<file path="src/rtl/bin2bcd_loader_if.sv">
// Handshake bundle between the bin2bcd loader and its requester/display.
// The requester drives start/bin; the loader drives everything else.
interface bin2bcd_loader_if #(
  parameter int WIDTH = 14
);
  logic             start;
  logic [WIDTH-1:0] bin;
  logic [7:0]       data;
  logic             load0;
  logic             load1;
  logic             busy;
  logic             done;
  logic             ovf;

  modport master (
    output start, bin,
    input  data, load0, load1, busy, done, ovf
  );

  modport slave (
    input  start, bin,
    output data, load0, load1, busy, done, ovf
  );
endinterface

</file>
<file path="src/rtl/bin2bcd_loader.sv">
// Double-dabble binary-to-BCD converter, one bit per clock, that loads
// the result into the seven-segment display as two byte-wide digit pairs.
module bin2bcd_loader #(
  parameter int WIDTH = 14
) (
  input  logic              clk,
  input  logic              rst,
  bin2bcd_loader_if.slave   bus
);
  localparam int CW = $clog2(WIDTH + 1);
  localparam logic [CW-1:0] LAST = CW'(WIDTH - 1);
  localparam logic [WIDTH-1:0] MAXV = WIDTH'(9999);

  typedef enum logic [1:0] {
    IDLE,
    CONV,
    LOAD0,
    LOAD1
  } state_t;

  state_t           state, state_n;
  logic [WIDTH-1:0] sr, sr_n;
  logic [15:0]      bcd, bcd_n, adj;
  logic [CW-1:0]    cnt, cnt_n;
  logic             over;

  logic [7:0] data_q, data_n;
  logic       load0_q, load0_n;
  logic       load1_q, load1_n;
  logic       busy_q, busy_n;
  logic       done_q, done_n;
  logic       ovf_q, ovf_n;

  assign over = 32'(bus.bin) > 32'd9999;

  always_comb begin
    adj = bcd;
    for (int i = 0; i < 4; i++) begin
      if (bcd[4*i +: 4] >= 4'd5)
        adj[4*i +: 4] = bcd[4*i +: 4] + 4'd3;
    end
  end

  always_comb begin
    state_n = state;
    sr_n    = sr;
    bcd_n   = bcd;
    cnt_n   = cnt;
    data_n  = 8'h00;
    load0_n = 1'b0;
    load1_n = 1'b0;
    done_n  = 1'b0;
    ovf_n   = ovf_q;
    unique case (state)
      IDLE: begin
        if (bus.start) begin
          state_n = CONV;
          sr_n    = over ? MAXV : bus.bin;
          ovf_n   = over;
          bcd_n   = '0;
          cnt_n   = '0;
        end
      end
      CONV: begin
        {bcd_n, sr_n} = {adj, sr} << 1;
        cnt_n = cnt + 1'b1;
        // Present the low pair from the final shifted value so it is
        // registered on the same edge as the last iteration.
        if (cnt == LAST) begin
          state_n = LOAD0;
          load0_n = 1'b1;
          data_n  = bcd_n[7:0];
        end
      end
      LOAD0: begin
        state_n = LOAD1;
        load1_n = 1'b1;
        data_n  = bcd[15:8];
      end
      LOAD1: begin
        state_n = IDLE;
        done_n  = 1'b1;
      end
      default: state_n = IDLE;
    endcase
    busy_n = (state_n != IDLE);
  end

  always_ff @(posedge clk) begin
    if (rst) begin
      state   <= IDLE;
      sr      <= '0;
      bcd     <= '0;
      cnt     <= '0;
      data_q  <= 8'h00;
      load0_q <= 1'b0;
      load1_q <= 1'b0;
      busy_q  <= 1'b0;
      done_q  <= 1'b0;
      ovf_q   <= 1'b0;
    end else begin
      state   <= state_n;
      sr      <= sr_n;
      bcd     <= bcd_n;
      cnt     <= cnt_n;
      data_q  <= data_n;
      load0_q <= load0_n;
      load1_q <= load1_n;
      busy_q  <= busy_n;
      done_q  <= done_n;
      ovf_q   <= ovf_n;
    end
  end

  assign bus.data  = data_q;
  assign bus.load0 = load0_q;
  assign bus.load1 = load1_q;
  assign bus.busy  = busy_q;
  assign bus.done  = done_q;
  assign bus.ovf   = ovf_q;
endmodule

</file>
<file path="src/flat_wrapper.sv">
// flat-port wrapper written by rule: the top's interface ports become plain ports
module bin2bcd_loader_flat 
#(
  parameter int WIDTH = 14
)
  (clk, rst, bus_start, bus_bin, bus_data, bus_load0, bus_load1, bus_busy, bus_done, bus_ovf);
  bin2bcd_loader_if #(.WIDTH(WIDTH)) bus_i ();
  input  logic clk;
  input  logic rst;
  input wire logic [$bits(bus_i.start)-1:0] bus_start;
  input wire logic [$bits(bus_i.bin)-1:0] bus_bin;
  output wire logic [$bits(bus_i.data)-1:0] bus_data;
  output wire logic [$bits(bus_i.load0)-1:0] bus_load0;
  output wire logic [$bits(bus_i.load1)-1:0] bus_load1;
  output wire logic [$bits(bus_i.busy)-1:0] bus_busy;
  output wire logic [$bits(bus_i.done)-1:0] bus_done;
  output wire logic [$bits(bus_i.ovf)-1:0] bus_ovf;
  assign bus_i.start = bus_start;
  assign bus_i.bin = bus_bin;
  assign bus_data = bus_i.data;
  assign bus_load0 = bus_i.load0;
  assign bus_load1 = bus_i.load1;
  assign bus_busy = bus_i.busy;
  assign bus_done = bus_i.done;
  assign bus_ovf = bus_i.ovf;
  bin2bcd_loader #(.WIDTH(WIDTH)) u_core (.clk(clk), .rst(rst), .bus(bus_i));
endmodule
</file>
<file path="config.mk">
export PLATFORM = sky130hd
export DESIGN_NAME = bin2bcd_loader_flat
export DESIGN_NICKNAME = d
export VERILOG_FILES = /design/src/rtl/bin2bcd_loader_if.sv /design/src/rtl/bin2bcd_loader.sv /design/src/flat_wrapper.sv
export SDC_FILE = /design/constraint.sdc
export NUM_CORES = 1
export LEC_CHECK = 0
export BUFFER_PORTS_ARGS = -buffer_cell sky130_fd_sc_hd__buf_2
export CORE_ASPECT_RATIO = 1.75
export CORE_UTILIZATION = 55
export CTS_BUF_LIST = sky130_fd_sc_hd__clkbuf_8 sky130_fd_sc_hd__clkbuf_16
export CTS_CLUSTER_SIZE = 16
export DETAILED_ROUTE_END_ITERATION = 16
export PLACE_DENSITY = 0.87
export SETUP_SLACK_MARGIN = 0.1
export SYNTH_ARGS = -nofsm -noshare
export SYNTH_HDL_FRONTEND = slang
export SYNTH_SLANG_ARGS = --single-unit
</file>
<file path="constraint.sdc">
create_clock -name clk -period 1.7 [get_ports clk]
set_input_delay 0.34 -clock clk [delete_from_list [all_inputs] [get_ports clk]]
set_output_delay 0.34 -clock clk [all_outputs]
set_load 0.02 [all_outputs]
</file>
==> run metrics, run 1 <==
status complete, no violations; clock sinks 49; number of clock buffers inserted by TritonCTS 5; count of final hold-check violations 0; antenna violations before repair 0; Synth Net Count approximately 280; Yosys cell types 52; Slew @ Worst Pin slightly below 0.6 ns; Pint 1.91 mW; worst slack, placed around 0.04 ns; Primary FF master, synth dfxtp_1; Post-Syn Instances between 200 and 250; critical path peak fanout 4; Post-Syn Area 0.00231 mm²; DR vias/cell a little over 6; Post-synth EDFFs 0; overall routing resource usage around 25%; GPL Wtd Cong about 0.9; fin. max-slew vios 0; Setup crit end kind flop; RSZ-0062 raised after global routing false; Post-CTS Setup Repair Bufs 0; Synth area leaders dfxtp_1 (42%), ha_1 (7.6%), a22o_1 (4.6%), nor2_1 (3.3%), a21oi_1 (2.8%); gr ovfl total 0; # IOs 30; Via Count 2,021; switch share 24.2%; DR iter-0 viols between 60 and 70; Detail Placement HPWL between 3000 and 4000 µm; Synth area leader dfxtp_1; Min-Delay Path Class input port to flop; Req. time, crit path roughly 1.9 ns; slowest CP cell dfxtp_1; Port Buffers 29; routed length per instance between 15 and 20 µm; Die Ht approximately 88 µm; fin crit period ~1.5 ns; largest net degree at the start of global routing 18; fill count 319; CTS max path bufs 2; Slew headroom between 60 and 70%; Syn-to-layout area delta 18.9%; pwr dens 917 mW/mm²; Final Util a little over two thirds; sequential share of power slightly below 50%; Die X a little over 50 µm; clock power share 39.0%; cells along the critical path ha_1, nand3_1, a211oi_1, a211oi_1, or2_1; Max rail drop VDD slightly above 0.8 mV; Post-Syn Area per Cell about 9.4 µm²; clock slew at reported path FFs roughly 0.10 ns; combinational share of power between 10% and 20%; core box area 0.00394 mm²; Setup crit start kind flop; Worst Path Arrival 1.73 ns; CTS tree built; DRC 0; P_sw approximately 0.6 mW; Fmax 0.652 GHz; leak pwr roughly 1.1 nW; Setup-failing EPs final 0; DRT Pass-1 Iters 5; Seq/Total Area, Yosys between 40 and 50%; Setup Skew 0.0126 ns; ratio of cells with drive above 1 in the final layout 26.8%; Max Cap Viol 0; crit share post-route approximately 90%; aggregate routed wire length between 5000 and 6000 µm; n_diodes 0; share of the synthesized area in the top cell type a little over two fifths; H-tree lvl count 2; Final #Nets around 310; #FFs+latches synth just under 50; Setup CP Type flop to flop; clock root cell clkbuf_8; Clock Latency Late Sink between 0.3 and 0.4 ns; vias in the first global route between 1,500 and 2,000; TNS Setup 0 ns; first-pass GRT wire length 8560 µm; Async SR Flop Fraction 0%; row count 30; DRT antenna net count 0; CP max stage delay roughly 0.42 ns; Top cell by count, worst path a211oi_1; Ys Warns 0; setup slack after layout between 0.15 and 0.2 ns; Die Area between 0.004 and 0.005 mm²; Starting Density about 60%
==> cell usage in the layout (no fill, tap or decap), types with 9 or more instances in the layout <==
| master | netlist | routed |
|---|---|---|
| buf_4 | 3 | 10 |
| a21oi_1 | 13 | 11 |
| inv_1 | 15 | 13 |
| nand2_1 | 16 | 16 |
| dfxtp_1 | 49 | 45 |
| nor2_1 | 20 | 19 |
| buf_2 | 4 | 29 |
| ha_1 | 14 | 11 |
| nand2b_1 | 9 | 9 |
| a22o_1 | 12 | 12 |
==> cell usage after synthesis, types with 4 or more instances <==
cell / number
a21oi_1: 13
a22o_1: 12
a22oi_1: 5
buf_2: 4
dfxtp_1: 49
ha_1: 14
inv_1: 15
mux2i_1: 6
nand2_1: 16
nand2b_1: 9
nand3_1: 5
nor2_1: 20
nor3_1: 6
o21ai_0: 8
o2bb2ai_1: 4
xnor2_1: 4
==> power groups by stage <==
stage	registers (mW)	logic [mW]	clock network (mW)
6_report	1.22	0.318	0.980
5_1_grt	1.22	0.343	1.02
4_1_cts	1.21	0.299	0.977
3_5_place_dp	1.24	0.295	0
3_3_place_gp	1.24	0.286	0
2_1_floorplan	1.24	0.196	0
==> state kept, by name, summed over array words and instances, names as in the netlist <==
register	cells
u_core.bus.done	1
u_core.state	2
u_core.bus.ovf	1
u_core.bus.load1	1
u_core.bus.load0	1
u_core.sr	14
u_core.bus.data	8
u_core.bcd	16
u_core.cnt	4
u_core.bus.busy	1
==> worst max-delay path, delay by kind of cell, from the launching register on <==
family / cells / cell delay (ns)
flip-flops: 1 / 0.42
AO/OA/AOI/OAI: 2 / 0.40
AND/OR/NAND/NOR: 2 / 0.39
adder cells (fa/ha/maj): 1 / 0.22
==> path summary, 6_finish.rpt <==
kind              slack, ns                         from  cells past startpoint                          end
hold reg to reg        0.46  u_core.bus.ovf$_SDFFE_PP0P_                      2  u_core.bus.ovf$_SDFFE_PP0P_
hold / removal         0.24                   bus_bin[4]                      2    u_core.sr[4]$_SDFFE_PP0P_
setup reg to reg       0.17   u_core.cnt[0]$_SDFFE_PP0P_                      5   u_core.bus.busy$_SDFF_PP0_
setup / recovery       0.17   u_core.cnt[0]$_SDFFE_PP0P_                      5   u_core.bus.busy$_SDFF_PP0_
==> what timing repair did <==
item,CTS,global route
hold buffers,0,0
resized for setup,4,18
pin swaps,0,1
cloned,0,0
endpoints found under the setup margin,23,37
==> cells by family after synthesis <==
family                     Yosys count  share of synthesized area, %
muxes                                7                          3.25
buffers and inverters               27                          5.74
and+or+nand+nor                     71                          15.3
DFF                                 49                          42.5
adders and majority gates           14                          7.58
AOI/OAI and AO/OA                   71                          23.0
xor gates and xnor gates             7                          2.65
==> area by class of cell <==
cell class / count / area (µm²) / share of cell area, %
clock buffer: 5 / 68.8 / 2.51
clock inverter: 3 / 65.1 / 2.37
inverter: 17 / 63.8 / 2.32
multi-input combinational: 170 / 1260 / 45.9
sequential: 49 / 986 / 35.9
tap: 48 / 60.1 / 2.19
timing repair buffer: 40 / 240 / 8.75
==> metal layers <==
layer / track usage [%] / routed length (µm) / share of wire [%]
met5: 0 / 0 / 0
met3: 4.17 / 196 / 3.7
met4: 14.9 / 197 / 3.7
met2: 49.9 / 3030 / 57
met1: 23.6 / 1930 / 36
==> through the flow <==
stage                     power [mW]  instance area [µm²]  instances  hold slack [ns]
after floorplan                 1.44                 2310        246            0.420
after global placement          1.52                 2540        324            0.438
after detailed placement        1.54                 2540        324            0.447
after CTS                       2.49                 2690        332            0.239
after global routing            2.58                 2750        332            0.239
final                           2.52                 2750        332            0.238
(Power assumes the default switching activity.)
==> run 2: changes to the inputs <==
- PLACE_DENSITY: 0.87 -> 0.76
==> run 2 against run 1 <==
Against the previous run:
- via count is 2.2% lower
- worst setup slack worse by 0.0091 ns
- worst hold slack gained 0.021 ns
- maximum frequency is 0.59% lower
- total power shrank 12%
- critical path type unchanged
- largest cell class unchanged
- largest power group unchanged
- highest routed layer unchanged
==> run metrics, run 2 (synthesis gave the netlist of run 1 again) <==
aggregate routed wire length between 5000 and 6000 µm; count of final hold-check violations 0; row count 30; # IOs 30; routed length per instance between 15 and 20 µm; DRT antenna net count 0; Fmax 0.648 GHz; Slew headroom a little under three fifths; fin crit period approximately 1.5 ns; largest net degree at the start of global routing 19; Setup crit start kind flop; leak pwr roughly 1.1 nW; Setup crit end kind flop; most common cell after layout, fill and taps aside dfxtp_1; DRT Pass-1 Iters 4; Die Area approximately 0.0045 mm²; Die X 51.0 µm; Max Cap Viol 0; overall routing resource usage 24.1%; Final #Nets ~320; GPL Wtd Cong 0.881; Slew @ Worst Pin between 0.6 and 0.7 ns; most frequent cells in the layout dfxtp_1 (45), buf_2 (29), nor2_1 (19); Top reg by flops u_core.bcd; met2 global-route usage ~44%; RSZ-0062 raised after global routing true; DRC 0; Setup CP Type flop to flop; worst slack, placed around 0.048 ns; TNS Setup 0 ns; fill count about 320; Via Count ~2,000; grt peak-use layer met2; Worst Path Arrival 1.71 ns; met1 global-route usage between 20% and 30%; Min-Delay Path Class input port to flop; CTS Hold Bufs 0; Die Ht 87.7 µm; met3 GRT Util approximately 3%; Setup-failing EPs final 0; Starting Density 58.6%; clock sinks 49; ratio of cells with drive above 1 in the final layout 27.2%; antenna violations before repair 0; clock root cell clkbuf_8; n_diodes 0; DR iter-0 viols 60; first-pass GRT wire length slightly above 8000 µm; Port Buffers 29; fin. max-slew vios 0; H-tree lvl count 2; Syn-to-layout area delta 18.3%; setup slack after layout 0.157 ns; Detail Placement HPWL between 3000 and 4000 µm; pwr dens ~810 mW/mm²; number of clock buffers inserted by TritonCTS 5; crit share post-route 90.8%; DR vias/cell roughly 6; clock slew at reported path FFs about 0.08 ns; critical path peak fanout 3; core box area around 0.004 mm²; Max rail drop VDD 0.578 mV; Clock Latency Late Sink a little under 0.3 ns; CTS max path bufs 2; gr ovfl total 0; Req. time, crit path between 1.5 and 2 ns; vias in the first global route about 1,800; Setup Skew 0.00774 ns; status complete, no violations; CTS tree built; max reg flops 16
[run 2: layer usage]
layer | part of all wire [%] | wire [µm]
met3 | 2.3 | 114
met1 | 39 | 1980
met2 | 56 | 2810
met5 | 0 | 0
met4 | 2.7 | 136
[run 2: through the flow]
step           util, %  total power [mW]  hold slack, ns  instances  cell area, µm²
6_report          69.3              2.21           0.259        335            2730
3_3_place_gp      64.5              1.52           0.444        324            2540
3_5_place_dp      64.5              1.53           0.452        324            2540
4_1_cts           67.0              2.18           0.259        331            2640
2_1_floorplan        -              1.44           0.420        246            2310
5_1_grt           69.3              2.31           0.261        335            2730
[run 2: cell type report]
type                            instances  area, µm²  area share (%)
Multi-Input combinational cell        172       1280            46.9
Clock buffer                            6       82.6            3.02
Clock inverter                          1       3.75           0.137
Tap cell                               48       60.1            2.20
Sequential cell                        49        986            36.1
Timing Repair Buffer                   42        255            9.34
Inverter                               17       63.8            2.34
[run 2: where the power goes]
| group | switching [mW] | internal (mW) | leakage (nW) |
|---|---|---|---|
| clock | 0.350 | 0.317 | 0.0485 |
| sequential | 0.0251 | 1.19 | 0.400 |
| combinational | 0.185 | 0.142 | 0.659 |
[run 2: repair_timing]
| item | in CTS | in global routing |
|---|---|---|
| cloned | 0 | 2 |
| buffers inserted | 0 | 2 |
| endpoints found under the setup margin | 29 | 35 |
| pin swaps | 0 | 6 |
| resized for setup | 4 | 18 |
[run 2: path summary, 6_finish.rpt]
path / slack [ns] / endpoint / from / cells after the start
worst max register to register: 0.16 / u_core.bus.data[4]$_SDFF_PP0_ / u_core.bcd[1]$_SDFFE_PP0P_ / 6
worst min-delay path: 0.26 / u_core.sr[7]$_SDFFE_PP0P_ / bus_bin[7] / 2
worst min register to register: 0.46 / u_core.bus.ovf$_SDFFE_PP0P_ / u_core.bus.ovf$_SDFFE_PP0P_ / 2
worst max-delay path: 0.16 / u_core.bus.data[4]$_SDFF_PP0_ / u_core.bcd[1]$_SDFFE_PP0P_ / 6
[run 2: critical path, cell delays in order (launching register included)]
cell and delay [ns]:
dfxtp_1 0.37, inv_1 0.08, ha_1 0.17, nand2b_1 0.16, nor4b_2 0.16, a31oi_1 0.35
o31ai_1 0.11
